==> config.mk <==
export PLATFORM = sky130hd
export DESIGN_NAME = bin2bcd_seq
export DESIGN_NICKNAME = d
export VERILOG_FILES = /design/src/rtl/seg_pkg.sv /design/src/rtl/bcd_digit_adj.sv /design/src/rtl/bin2bcd_seq.sv
export SDC_FILE = /design/constraint.sdc
export NUM_CORES = 1
export LEC_CHECK = 0
export ABC_AREA = 1
export BUFFER_PORTS_ARGS = -buffer_cell sky130_fd_sc_hd__buf_2
export CORE_MARGIN = 4
export CORE_UTILIZATION = 40
export CTS_CLUSTER_DIAMETER = 120
export DETAILED_ROUTE_END_ITERATION = 10
export PLACE_DENSITY = 0.56
export SLEW_MARGIN = 5
export SYNTH_ARGS = -nofsm -noshare
export SYNTH_HDL_FRONTEND = slang
export SYNTH_SLANG_ARGS = --single-unit
==> constraint.sdc <==
create_clock -name clk -period 1.9 [get_ports clk]
set_input_delay 0.19 -clock clk [delete_from_list [all_inputs] [get_ports clk]]
set_output_delay 0.19 -clock clk [all_outputs]
set_load 0.01 [all_outputs]
==> src/rtl/seg_pkg.sv <==
// Shared types and constants for the 7-segment display path: converter FSM
// states, BCD sizing and the cathode segment patterns (gfedcba, active high).
package seg_pkg;

    typedef enum logic [1:0] {
        IDLE  = 2'd0,
        SHIFT = 2'd1,
        DONE  = 2'd2
    } state_t;

    localparam int NDIG    = 4;
    localparam int BCDW    = 4;
    localparam int BCD_MAX = 9999;
    localparam int SCRW    = NDIG * BCDW;

    localparam logic [6:0] SEG_0     = 7'b0111111;
    localparam logic [6:0] SEG_1     = 7'b0000110;
    localparam logic [6:0] SEG_2     = 7'b1011011;
    localparam logic [6:0] SEG_3     = 7'b1001111;
    localparam logic [6:0] SEG_4     = 7'b1100110;
    localparam logic [6:0] SEG_5     = 7'b1101101;
    localparam logic [6:0] SEG_6     = 7'b1111101;
    localparam logic [6:0] SEG_7     = 7'b0000111;
    localparam logic [6:0] SEG_8     = 7'b1111111;
    localparam logic [6:0] SEG_9     = 7'b1101111;
    localparam logic [6:0] SEG_BLANK = 7'b0000000;

    // Non-BCD codes blank the digit rather than show garbage.
    function automatic logic [6:0] seg_of(input logic [3:0] digit);
        logic [6:0] pat;
        case (digit)
            4'd0:    pat = SEG_0;
            4'd1:    pat = SEG_1;
            4'd2:    pat = SEG_2;
            4'd3:    pat = SEG_3;
            4'd4:    pat = SEG_4;
            4'd5:    pat = SEG_5;
            4'd6:    pat = SEG_6;
            4'd7:    pat = SEG_7;
            4'd8:    pat = SEG_8;
            4'd9:    pat = SEG_9;
            default: pat = SEG_BLANK;
        endcase
        return pat;
    endfunction

endpackage

==> src/rtl/bcd_digit_adj.sv <==
// Double-dabble nibble correction: add 3 when the digit is 5 or more so the
// following left shift carries correctly into the next decimal digit.
module bcd_digit_adj
    import seg_pkg::*;
(
    input  logic [BCDW-1:0] din,
    output logic [BCDW-1:0] dout
);

    // add-3 correction
    always_comb begin
        dout = din;
        if (din >= 4'd5) begin
            dout = din + 4'd3;
        end else begin
            dout = din;
        end
    end

endmodule

==> src/rtl/bin2bcd_seq.sv <==
// Sequential binary-to-BCD converter (shift-and-add-3, one bit per clock)
// with start/ready/done handshake and registered, held digit outputs.
module bin2bcd_seq
    import seg_pkg::*;
#(
    parameter int W = 14
) (
    input  logic         clk,
    input  logic         rst_n,
    input  logic [W-1:0] bin,
    input  logic         start,
    output logic         ready,
    output logic         done,
    output logic [3:0]   d0,
    output logic [3:0]   d1,
    output logic [3:0]   d2,
    output logic [3:0]   d3,
    output logic         ovf
);

    localparam int CNTW = 4;

    state_t            state_r;
    state_t            state_s;
    logic [W-1:0]      shreg_r;
    logic [SCRW-1:0]   scratch_r;
    logic [SCRW-1:0]   adj_s;
    logic [SCRW:0]     shifted_s;
    logic [SCRW-1:0]   result_s;
    logic [CNTW-1:0]   cnt_r;
    logic              ovf_flag_r;

    for (genvar i = 0; i < NDIG; i++) begin : g_adj
        bcd_digit_adj u_adj (
            .din  (scratch_r[i*BCDW +: BCDW]),
            .dout (adj_s[i*BCDW +: BCDW])
        );
    end

    // The bit falling off the thousands nibble only appears for inputs above
    // 9999; it is folded into the overflow flag instead of being dropped.
    assign shifted_s = {adj_s, shreg_r[W-1]};

    // next-state logic
    always_comb begin
        state_s = state_r;
        case (state_r)
            IDLE: begin
                if (start) begin
                    state_s = SHIFT;
                end else begin
                    state_s = IDLE;
                end
            end
            SHIFT: begin
                if (cnt_r == 4'd1) begin
                    state_s = DONE;
                end else begin
                    state_s = SHIFT;
                end
            end
            DONE:    state_s = IDLE;
            default: state_s = IDLE;
        endcase
    end

    // result selection: saturate to 9999 on overflow
    always_comb begin
        result_s = shifted_s[SCRW-1:0];
        if (ovf_flag_r) begin
            result_s = {NDIG{4'd9}};
        end else begin
            result_s = shifted_s[SCRW-1:0];
        end
    end

    // state, handshake, datapath and output registers
    always_ff @(posedge clk) begin
        if (!rst_n) begin
            state_r    <= IDLE;
            ready      <= 1'b1;
            done       <= 1'b0;
            shreg_r    <= '0;
            scratch_r  <= '0;
            cnt_r      <= '0;
            ovf_flag_r <= 1'b0;
            d0         <= 4'd0;
            d1         <= 4'd0;
            d2         <= 4'd0;
            d3         <= 4'd0;
            ovf        <= 1'b0;
        end else begin
            state_r <= state_s;
            ready   <= (state_s == IDLE);
            done    <= (state_s == DONE);
            case (state_r)
                IDLE: begin
                    if (start) begin
                        shreg_r    <= bin;
                        scratch_r  <= '0;
                        cnt_r      <= CNTW'(W);
                        ovf_flag_r <= (32'(bin) > 32'(BCD_MAX));
                    end
                end
                SHIFT: begin
                    shreg_r    <= {shreg_r[W-2:0], 1'b0};
                    scratch_r  <= shifted_s[SCRW-1:0];
                    cnt_r      <= cnt_r - 4'd1;
                    ovf_flag_r <= ovf_flag_r | shifted_s[SCRW];
                    // Final shift: publish so digits and done appear together.
                    if (cnt_r == 4'd1) begin
                        {d3, d2, d1, d0} <= result_s;
                        ovf              <= ovf_flag_r;
                    end
                end
                DONE: begin
                    cnt_r <= '0;
                end
                default: begin
                    cnt_r <= '0;
                end
            endcase
        end
    end

endmodule

==> impl_metrics.xml <==
<?xml version="1.0" encoding="UTF-8"?>
<metrics>
  <group name="synthesis">
    <metric name="syn_inst" unit="">368</metric>
    <metric name="synth_enable_flop_cells" unit="">0</metric>
    <metric name="synth-warning-count" unit="">0</metric>
    <metric name="ys_ff_latch" unit="">56</metric>
    <metric name="synth.lib_cells_used.distinct" unit="">26</metric>
    <metric name="synth_async_sr_flop_share" unit="%">0</metric>
    <metric name="synthesized_cell_area" unit="um2">2610</metric>
    <metric name="net_count_after_synthesis" unit="">395</metric>
    <metric name="ys_seq_area_share" unit="%">43.0</metric>
    <metric name="synthesis.area_per_instance" unit="um2">7.09</metric>
    <metric name="ys.flop_type" unit="">dfxtp_1</metric>
  </group>
  <group name="floorplan">
    <metric name="die_height" unit="um">88.8</metric>
    <metric name="io-pin-count" unit="">36</metric>
    <metric name="dieWidth" unit="um">88.8</metric>
    <metric name="die_area" unit="um2">7880</metric>
    <metric name="initial_utilization" unit="%">41.1</metric>
    <metric name="num_rows" unit="">29</metric>
    <metric name="core_area" unit="um2">6350</metric>
  </group>
  <group name="critical_path">
    <metric name="timing.setup.critical_path_class" unit="">reg -&gt; reg</metric>
    <metric name="critPathMaxStageDelay" unit="ns">0.45</metric>
    <metric name="worstReg2RegStart" unit="">scratch_r[8]$_SDFFE_PN0P_</metric>
    <metric name="startpoint_type" unit="">register</metric>
    <metric name="crit_path_max_fanout" unit="">6</metric>
    <metric name="critical_path.cell_chain" unit="">inv_1, ha_1, inv_1, o21ai_0, nand2_1, nand2_1, nand2_1, nand2_1, a21oi_1</metric>
    <metric name="cp-end-kind" unit="">register</metric>
    <metric name="crit_path_slowest_cell" unit="">dfxtp_1</metric>
    <metric name="critPathLaunch" unit="">scratch_r[8]$_SDFFE_PN0P_</metric>
    <metric name="cp.arrival" unit="ns">1.78</metric>
    <metric name="worst-endpoint-required" unit="ns">2.14</metric>
    <metric name="cpMostUsedCell" unit="">nand2_1</metric>
  </group>
  <group name="route">
    <metric name="routed-via-count" unit="">2396</metric>
    <metric name="top_signal_layer_used" unit="">met4</metric>
    <metric name="final_antenna_net_count" unit="">0</metric>
    <metric name="wl_per_cell" unit="um">12.8</metric>
    <metric name="drt_drc_violations_left" unit="">0</metric>
    <metric name="dr_wl_met2" unit="um">2740</metric>
    <metric name="totalWireLength" unit="um">6130</metric>
    <metric name="dr.pass1.iters" unit="">4</metric>
    <metric name="post_drt_via_cell_ratio" unit="">5.01</metric>
    <metric name="initialDrtViolationCount" unit="">121</metric>
    <metric name="met1_routed_wirelength_after_detailed_routing" unit="um">3030</metric>
    <metric name="routed-wl-met3" unit="um">297</metric>
  </group>
  <group name="final_layout">
    <metric name="finish.net_count" unit="">428</metric>
    <metric name="most-common-layout-cells" unit="">nand2_1 (109), dfxtp_1 (56), a21oi_1 (45)</metric>
    <metric name="layout_commonest_cell" unit="">nand2_1</metric>
    <metric name="drive_above_1_share" unit="%">13.7</metric>
    <metric name="flow.area_growth_from_synthesis" unit="%">12.8</metric>
    <metric name="antennaDiodeCount" unit="">0</metric>
  </group>
  <group name="cts">
    <metric name="numClockSinks" unit="">56</metric>
    <metric name="clock_latency" unit="ns">0.31</metric>
    <metric name="cts_max_level" unit="">2</metric>
    <metric name="holdBufCountCts" unit="">0</metric>
    <metric name="postCtsSetupBuffers" unit="">0</metric>
    <metric name="cts_buffer_depth" unit="">2</metric>
    <metric name="cts_tree" unit="">done</metric>
    <metric name="cts_resized" unit="">0</metric>
    <metric name="master_cell_of_the_clock_root_buffer" unit="">clkbuf_8</metric>
    <metric name="path_clk_slew" unit="ns">0.10</metric>
    <metric name="cts_made_buffers" unit="">5</metric>
  </group>
  <group name="flow_run">
    <metric name="timing.max_cap.violations" unit="">0</metric>
  </group>
  <group name="power_and_ir_drop">
    <metric name="pwr_per_cell_area" unit="nW/um2">750</metric>
    <metric name="power.static_leakage" unit="nW">1.29</metric>
    <metric name="worst_ir_drop_vdd" unit="uV">411</metric>
  </group>
  <group name="global_route">
    <metric name="grt_pass1_wl" unit="um">10500</metric>
    <metric name="globalRouteOverflowTotal" unit="">0</metric>
    <metric name="maximum_number_of_pins_on_one_net_before_global_route_repair" unit="">33</metric>
    <metric name="grt_pass1_vias" unit="">2221</metric>
    <metric name="track_usage" unit="%">16.8</metric>
    <metric name="antenna_found_initial" unit="">0</metric>
  </group>
  <group name="sta">
    <metric name="timing.final.crit_share" unit="%">81.2</metric>
    <metric name="relSlewSlack" unit="%">56.9</metric>
    <metric name="finalSetupViolations" unit="">0</metric>
    <metric name="skew" unit="ns">0.00915</metric>
    <metric name="finalMaxSlewViolations" unit="">0</metric>
    <metric name="rsz0062_at_grt" unit="">no</metric>
    <metric name="clock.fmax" unit="MHz">649</metric>
    <metric name="final.min_clock_period" unit="ns">1.54</metric>
    <metric name="fin_ws" unit="ns">0.358</metric>
    <metric name="hold_viol" unit="">0</metric>
    <metric name="finalSetupTns" unit="ns">0</metric>
    <metric name="slew_worst_pin" unit="ns">0.645</metric>
  </group>
  <group name="min_path">
    <metric name="hold_path.class" unit="">in -&gt; reg</metric>
    <metric name="hold_start" unit="">bin[0]</metric>
  </group>
  <group name="outcome">
    <metric name="outcome" unit="">complete, no violations</metric>
  </group>
  <group name="placed_design">
    <metric name="finalWeightedCongestion" unit="">0.830</metric>
    <metric name="port_buffers" unit="">35</metric>
    <metric name="place.detailed.hpwl" unit="um">4260</metric>
    <metric name="preCtsSetupSlack" unit="ns">0.422</metric>
  </group>
</metrics>
-- final timing paths --
check | to | slack, ns | cells after the start
hold reg to reg | shreg_r[0]$_SDFFE_PN0P_ | 0.47 | 2
hold / removal | shreg_r[0]$_SDFFE_PN0P_ | 0.15 | 3
setup reg to reg | scratch_r[10]$_SDFFE_PN0P_ | 0.36 | 9
setup / recovery | scratch_r[10]$_SDFFE_PN0P_ | 0.36 | 9
-- area by class of cell --
cell class	instances	area, um2
sequential	56	1120
fill	655	3400
inverter	35	134
tap	77	96.3
timing repair buffer	42	228
clock buffer	7	96.3
multi-input combinational	261	1270
-- Yosys cell counts (2+ instances only) --
library cell / number / share of area [%]
nor3_1: 6 / 1.2
clkbuf_1: 3 / 0.43
ha_1: 10 / 4.8
buf_4: 2 / 0.58
a31oi_1: 12 / 2.9
buf_2: 8 / 1.5
dfxtp_1: 56 / 43
nand4_1: 3 / 0.72
inv_1: 34 / 4.9
a21oi_1: 45 / 8.6
nand3_1: 15 / 2.9
o211ai_1: 3 / 0.86
nor2_1: 18 / 2.6
o21ai_0: 32 / 6.1
buf_1: 2 / 0.29
nand2_1: 109 / 16
-- report_power, final --
group | internal, mW | switching [mW] | total (mW)
clock | 0.326 | 0.372 | 0.698
sequential | 1.23 | 0.0342 | 1.26
combinational | 0.0898 | 0.161 | 0.251
-- through the flow --
stage	cell area (um2)	std cells	utilization [%]	power [mW]	hold WS, ns
after global routing	2950	478	46.4	2.31	0.150
after detailed placement	2850	471	44.9	1.54	0.460
after CTS	2950	478	46.4	2.24	0.138
after global placement	2850	471	44.9	1.54	0.458
final	2950	478	46.4	2.21	0.148
after floorplan	2610	368	-	1.46	0.328
-- state kept, by name, indices dropped and copies added, names as in the netlist --
| name | count |
|---|---|
| ovf | 1 |
| d1 | 4 |
| shreg_r | 14 |
| ready | 1 |
| d0 | 4 |
| scratch_r | 16 |
| state_r | 2 |
| done | 1 |
| cnt_r | 4 |
| d3 | 4 |
| ovf_flag_r | 1 |
| d2 | 4 |
-- critical path, delay by kind of cell (launching register included) --
family / cells / cell delay [ns]
compound gates: 2 / 0.26
fa+ha+maj: 1 / 0.20
buf+inv: 2 / 0.18
flops: 1 / 0.45
simple gates: 4 / 0.39
-- cell families after synthesis --
logic type	share of synthesized area, %
compound gates	19.0
fa+ha+maj	4.79
buf+inv	8.39
flops	43.0
simple gates	24.9
-- metal layers --
layer	up-vias	track usage (%)
met4	0	4.81
met3	7	3.45
met2	47	27.1
met1	1073	22.6
met5	-	0
li1	1269	-
(Power assumes the default switching activity.)
